==> src/rtl/dmem_access_ctrl.sv <==
// Data-memory access sequencer: round-robin arbitration between CPU and debug
// load/store requests, split into one byte-wide big-endian array access per cycle.
module dmem_access_ctrl #(
    parameter int unsigned ADDR_BITS = 8,
    parameter bit          RR_RESET  = 1'b0
) (
    input  logic                 clk,
    input  logic                 reset,
    input  logic                 cpu_req,
    input  logic [5:0]           cpu_opcode,
    input  logic [31:0]          cpu_addr,
    input  logic [31:0]          cpu_wdata,
    output logic                 cpu_done,
    output logic                 cpu_err,
    output logic [31:0]          cpu_rdata,
    input  logic                 dbg_req,
    input  logic [5:0]           dbg_opcode,
    input  logic [31:0]          dbg_addr,
    input  logic [31:0]          dbg_wdata,
    output logic                 dbg_done,
    output logic                 dbg_err,
    output logic [31:0]          dbg_rdata,
    output logic [ADDR_BITS-1:0] mem_addr,
    output logic                 mem_we,
    output logic [7:0]           mem_wdata,
    input  logic [7:0]           mem_rdata
);

    localparam int unsigned DATA_W = 32;
    localparam int unsigned OP_W   = 6;

    typedef enum logic [1:0] {IDLE, ACCESS, DONE} state_t;

    state_t                 state_q, state_d;
    logic                   rr_q, rr_d;
    logic                   owner_q, owner_d;
    logic [3:0]             op_q, op_d;
    logic [ADDR_BITS-1:0]   addr_q, addr_d;
    logic [DATA_W-1:0]      wdata_q, wdata_d;
    logic [1:0]             cnt_q, cnt_d;
    logic [DATA_W-1:0]      asm_q, asm_d;

    logic                   cpu_done_q, cpu_done_d, cpu_err_q, cpu_err_d;
    logic                   dbg_done_q, dbg_done_d, dbg_err_q, dbg_err_d;
    logic [DATA_W-1:0]      cpu_rdata_q, cpu_rdata_d, dbg_rdata_q, dbg_rdata_d;
    logic [ADDR_BITS-1:0]   mem_addr_q, mem_addr_d;
    logic                   mem_we_q, mem_we_d;
    logic [7:0]             mem_wdata_q, mem_wdata_d;

    logic                   gnt_dbg, err_d, done_d, misaligned;
    logic [OP_W-1:0]        sel_op;
    logic [DATA_W-1:0]      sel_addr, sel_wdata, rdata_d;
    logic [1:0]             byte_idx;

    function automatic logic op_legal(input logic [OP_W-1:0] op);
        case (op)
            6'b100000, 6'b100001, 6'b100011, 6'b100100, 6'b100101,
            6'b101000, 6'b101001, 6'b101011: return 1'b1;
            default:                         return 1'b0;
        endcase
    endfunction

    // op[3] = store, op[2] = unsigned, op[1:0] = last byte index (0, 1 or 3)
    function automatic logic [DATA_W-1:0] load_ext(input logic [3:0] op, input logic [DATA_W-1:0] a);
        logic [DATA_W-1:0] r;
        r = a;
        if (op[3])
            r = '0;
        else if (op[1:0] == 2'b00)
            r = op[2] ? {24'h0, a[7:0]} : {{24{a[7]}}, a[7:0]};
        else if (op[1:0] == 2'b01)
            r = op[2] ? {16'h0, a[15:0]} : {{16{a[15]}}, a[15:0]};
        return r;
    endfunction

    always_comb begin
        state_d    = state_q;
        rr_d       = rr_q;
        owner_d    = owner_q;
        op_d       = op_q;
        addr_d     = addr_q;
        wdata_d    = wdata_q;
        cnt_d      = cnt_q;
        asm_d      = asm_q;
        err_d      = 1'b0;
        gnt_dbg    = 1'b0;
        misaligned = 1'b0;
        sel_op     = cpu_opcode;
        sel_addr   = cpu_addr;
        sel_wdata  = cpu_wdata;

        case (state_q)
            IDLE: begin
                if (cpu_req || dbg_req) begin
                    gnt_dbg = dbg_req && (!cpu_req || rr_q);
                    if (cpu_req && dbg_req)
                        rr_d = !gnt_dbg;
                    if (gnt_dbg) begin
                        sel_op    = dbg_opcode;
                        sel_addr  = dbg_addr;
                        sel_wdata = dbg_wdata;
                    end
                    misaligned = (sel_op[1:0] == 2'b01 && sel_addr[0]) ||
                                 (sel_op[1:0] == 2'b11 && sel_addr[1:0] != 2'b00);
                    owner_d = gnt_dbg;
                    op_d    = sel_op[3:0];
                    addr_d  = sel_addr[ADDR_BITS-1:0];
                    wdata_d = sel_wdata;
                    cnt_d   = 2'b00;
                    asm_d   = '0;
                    if (!op_legal(sel_op) || (sel_addr >> ADDR_BITS) != '0 || misaligned) begin
                        err_d   = 1'b1;
                        state_d = DONE;
                    end else begin
                        state_d = ACCESS;
                    end
                end
            end
            ACCESS: begin
                if (!op_q[3])
                    asm_d = {asm_q[DATA_W-9:0], mem_rdata};
                cnt_d = cnt_q + 2'b01;
                if (cnt_q == op_q[1:0])
                    state_d = DONE;
            end
            DONE:    state_d = IDLE;
            default: state_d = IDLE;
        endcase

        // Output registers are loaded with the values for the cycle being entered
        done_d      = (state_d == DONE);
        rdata_d     = (done_d && !err_d) ? load_ext(op_d, asm_d) : '0;
        cpu_done_d  = done_d && !owner_d;
        cpu_err_d   = err_d && !owner_d;
        cpu_rdata_d = owner_d ? '0 : rdata_d;
        dbg_done_d  = done_d && owner_d;
        dbg_err_d   = err_d && owner_d;
        dbg_rdata_d = owner_d ? rdata_d : '0;

        byte_idx    = op_d[1:0] - cnt_d;
        mem_we_d    = (state_d == ACCESS) && op_d[3];
        mem_addr_d  = (state_d == ACCESS) ? addr_d + ADDR_BITS'(cnt_d) : '0;
        mem_wdata_d = mem_we_d ? 8'(wdata_d >> {byte_idx, 3'b000}) : 8'h00;
    end

    always_ff @(posedge clk or posedge reset) begin
        if (reset) begin
            state_q     <= IDLE;
            rr_q        <= RR_RESET;
            owner_q     <= 1'b0;
            op_q        <= '0;
            addr_q      <= '0;
            wdata_q     <= '0;
            cnt_q       <= '0;
            asm_q       <= '0;
            cpu_done_q  <= 1'b0;
            cpu_err_q   <= 1'b0;
            cpu_rdata_q <= '0;
            dbg_done_q  <= 1'b0;
            dbg_err_q   <= 1'b0;
            dbg_rdata_q <= '0;
            mem_addr_q  <= '0;
            mem_we_q    <= 1'b0;
            mem_wdata_q <= '0;
        end else begin
            state_q     <= state_d;
            rr_q        <= rr_d;
            owner_q     <= owner_d;
            op_q        <= op_d;
            addr_q      <= addr_d;
            wdata_q     <= wdata_d;
            cnt_q       <= cnt_d;
            asm_q       <= asm_d;
            cpu_done_q  <= cpu_done_d;
            cpu_err_q   <= cpu_err_d;
            cpu_rdata_q <= cpu_rdata_d;
            dbg_done_q  <= dbg_done_d;
            dbg_err_q   <= dbg_err_d;
            dbg_rdata_q <= dbg_rdata_d;
            mem_addr_q  <= mem_addr_d;
            mem_we_q    <= mem_we_d;
            mem_wdata_q <= mem_wdata_d;
        end
    end

    assign cpu_done  = cpu_done_q;
    assign cpu_err   = cpu_err_q;
    assign cpu_rdata = cpu_rdata_q;
    assign dbg_done  = dbg_done_q;
    assign dbg_err   = dbg_err_q;
    assign dbg_rdata = dbg_rdata_q;
    assign mem_addr  = mem_addr_q;
    assign mem_we    = mem_we_q;
    assign mem_wdata = mem_wdata_q;

endmodule

==> config.mk <==
export PLATFORM = sky130hd
export DESIGN_NAME = dmem_access_ctrl
export DESIGN_NICKNAME = d
export VERILOG_FILES = /design/src/rtl/dmem_access_ctrl.sv
export SDC_FILE = /design/constraint.sdc
export NUM_CORES = 1
export LEC_CHECK = 0
export ABC_AREA = 1
export CAP_MARGIN = 10
export CORE_AREA = 2 2 132 134
export CTS_CLUSTER_DIAMETER = 40
export DETAILED_ROUTE_END_ITERATION = 12
export DIE_AREA = 0 0 134 136
export GPL_TIMING_DRIVEN = 1
export PLACE_DENSITY = 0.86
export SYNTH_ARGS = -nofsm -noshare
export SYNTH_HDL_FRONTEND = slang
export SYNTH_SLANG_ARGS = --single-unit
==> constraint.sdc <==
create_clock -name clk -period 6.7 [get_ports clk]
set_input_delay 1.34 -clock clk [delete_from_list [all_inputs] [get_ports clk]]
set_output_delay 1.34 -clock clk [all_outputs]
set_load 0.1 [all_outputs]
==> run summary <==
GRT met1 Usage - 0.2909
final setup vio count - 0
share of post-route cells with drive strength above 1 - 0.08172
Reg2Reg Setup Slack - 3380 ps
top cell type's share of synthesized area - 0.5349
vias per cell - 5.004
gpl congestion - 0.8551
Synth Instances - 909
Netlist Area Pre-Place - 0.007812 sq mm
RSZ-0062 raised after global routing - no
grt ovf - 0
RR Endpoint - mem_addr[4]
critical path fanouts, max - 39
CTS Buf Count - 17
synthesized flop and latch total - 167
input/output buffers - 236
Die H - 136 microns
Worst R2R Path Depth - 14
DR DRC count - 0
TritonRoute pass-1 iters - 4
hpwl dp - 14.38 mm
Hold EP - wdata_q[23]
Setup Skew - 7.066 ps
Main synth FF type - dfrtp_1
Async S/R FF share, synth - 1.000
Ant. Diodes - 0
RR Startpoint - state_q[1]
Post-CTS Resized - 0
CP arrival - 4850 ps
via count - 6821
PD cells - 253.9 mW/mm^2
status - finished clean
hold path cells - 1
Skew-Pair Late Insertion Delay - 430 ps
Total GRT Usage - 0.2356
Worst EP required - 7010 ps
clock transition at the registers of the reported paths - 60 ps
largest net degree at the start of global routing - 119
fin crit share - 0.6774
Yosys top cell by area - dfrtp_1
VDD IR max - 187.8 uV
EDFF count, synth - 0
busiest grt layer - met2
antenna-violating nets left - 0
number of global-route vias before repair - 6928
startpoint types - input port
GR Util met2 - 0.4117
CP Capture Type - register
total die area - 0.01822 sq mm
Setup TNS - 0 ps
Area Overhead vs Synth - 39.45%
Post-Syn Nets - 1065
CTS Sinks - 167
final slew viol count - 0
drt total wl - 20.50 mm
Synth Warn # - 0
Site Rows - 48
clock tree from TritonCTS - yes
Die X - 134 microns
relative slew slack - 0.2895
top-level I/O count - 237
Synth cell types - 41
CORE AREA - 0.01688 sq mm
Clock Tree Root - clkbuf_16
M3 GR Usage - 0.05332
Hold Buf Count CTS - 0
critical path class - in -> reg
post-CTS setup buffers - 0
worst hold path class - reg -> reg
global-route wire length before repair - 33.81 mm
initial antenna violation count - 0
Slew @ Worst Pin - 1066 ps
drt wl/cell - 15.04 microns
average size of a mapped cell - 8.595 sq um
f_max - 0.2203 GHz
Initial Util - 0.4629
register area share after synthesis - 0.5349
Clock Tree Buf Depth - 2
hold path start - wdata_q[23]
max-cap violations - 0
hold_ws - 493.0 ps
fin nets - 1281
H-tree depth - 4
drt initial violations - 444
Leakage Power - 5.323 nW
min Tclk post-route - 4539 ps
Final Hold Viols - 0
synth top area cells - dfrtp_1, nand2_1, nor2_1
[sequential cells by signal, summed over array words and instances (netlist names), 2 cells and up]
signal / flops
cnt_q: 2
cpu_rdata: 32
op_q: 4
addr_q: 8
asm_q: 32
mem_wdata: 8
wdata_q: 32
mem_addr: 8
state_q: 2
dbg_rdata: 32
[per-layer routing]
layer | wire length (microns) | up-vias
met5 | 0 | -
met4 | 456 | 0
met3 | 1208 | 37
met2 | 10440 | 241
met1 | 8398 | 3218
li1 | - | 3325
[worst max-delay path, cell delays in order]
cell	delay [ps]
clkdlybuf4s50_1	740
a21boi_4	860
nand2_1	150
nand2_2	150
o21ai_2	80
ha_1	640
inv_1	390
nand3_1	190
nand2_1	70
nand3_1	80
nand2_1	60
inv_1	50
nor2_1	40
[report_power, final]
part	switching [mW]	internal, mW
Clock	0.424	0.674
Sequential	0.0242	1.07
Combinational	0.357	0.215
[logic make-up (layout without fill, tap and decap cells)]
| logic type | after synthesis | count (layout) | synth area share |
|---|---|---|---|
| compound gates | 108 | 108 | 0.08937 |
| xor+xnor | 3 | 3 | 0.003364 |
| fa+ha+maj | 4 | 4 | 0.007368 |
| buf+inv | 124 | 353 | 0.07511 |
| flops | 167 | 167 | 0.5349 |
| simple gates | 503 | 503 | 0.2899 |
[cells in the final DEF (no fill, tap or decap), types with 4 or more instances in the layout]
cell type and instances:
nand3b_1 5, o21a_1 30, nand2_1 197, inv_1 75, nor2_2 4, nand4_2 5
nor2_1 150, clkdlybuf4s50_1 236, dfrtp_1 167, a21oi_1 22, nand2_4 5, or2_2 20
nand3_1 75, o211ai_1 10, bufinv_16 5, o21ai_0 26, buf_4 5, nand4_1 14
nand2_2 7, inv_6 7, and2_1 16, inv_2 4, o21ai_1 7, clkbuf_16 17
[stage by stage]
| step | power (mW) | worst slack [ps] | cell area (sq um) | util | instances |
|---|---|---|---|---|---|
| after floorplan | 1.507 | 841.6 | 7812 | - | 909 |
| after detailed placement | 1.680 | 1711 | 10230 | 0.6062 | 1331 |
| after global routing | 2.895 | 1829 | 10890 | 0.6455 | 1363 |
| final | 2.766 | 2161 | 10890 | 0.6455 | 1363 |
| after global placement | 1.665 | 1873 | 10230 | 0.6062 | 1331 |
| after CTS | 2.778 | 2172 | 10890 | 0.6455 | 1363 |
[cell type report]
cell class	count	area (sq um)
Timing Repair Buffer	241	2400
Multi-Input combinational cell	618	3064
Inverter	80	305.3
Fill cell	1331	5982
Sequential cell	167	4179
Clock buffer	17	425.4
Tap cell	225	281.5
Clock inverter	15	239.0
[worst max-delay path by stage]
stage,start,to,cells past startpoint
finish,dbg_req,mem_wdata[1],13
global route,dbg_req,mem_wdata[6],13
floorplan,reset,addr_q[0],1
CTS,dbg_req,mem_wdata[1],13
global placement,dbg_req,mem_wdata[5],13
detailed placement,dbg_req,mem_wdata[1],13
[synthesized netlist by cell type (10+ instances only)]
cell type / count
a21oi_1: 22
and2_1: 16
buf_2: 13
buf_6: 10
clkbuf_1: 14
dfrtp_1: 167
inv_1: 76
nand2_1: 197
nand3_1: 75
nand4_1: 14
nor2_1: 151
o211ai_1: 10
o21a_1: 30
o21ai_0: 26
or2_2: 20
Power figures use the tool's default switching activity.
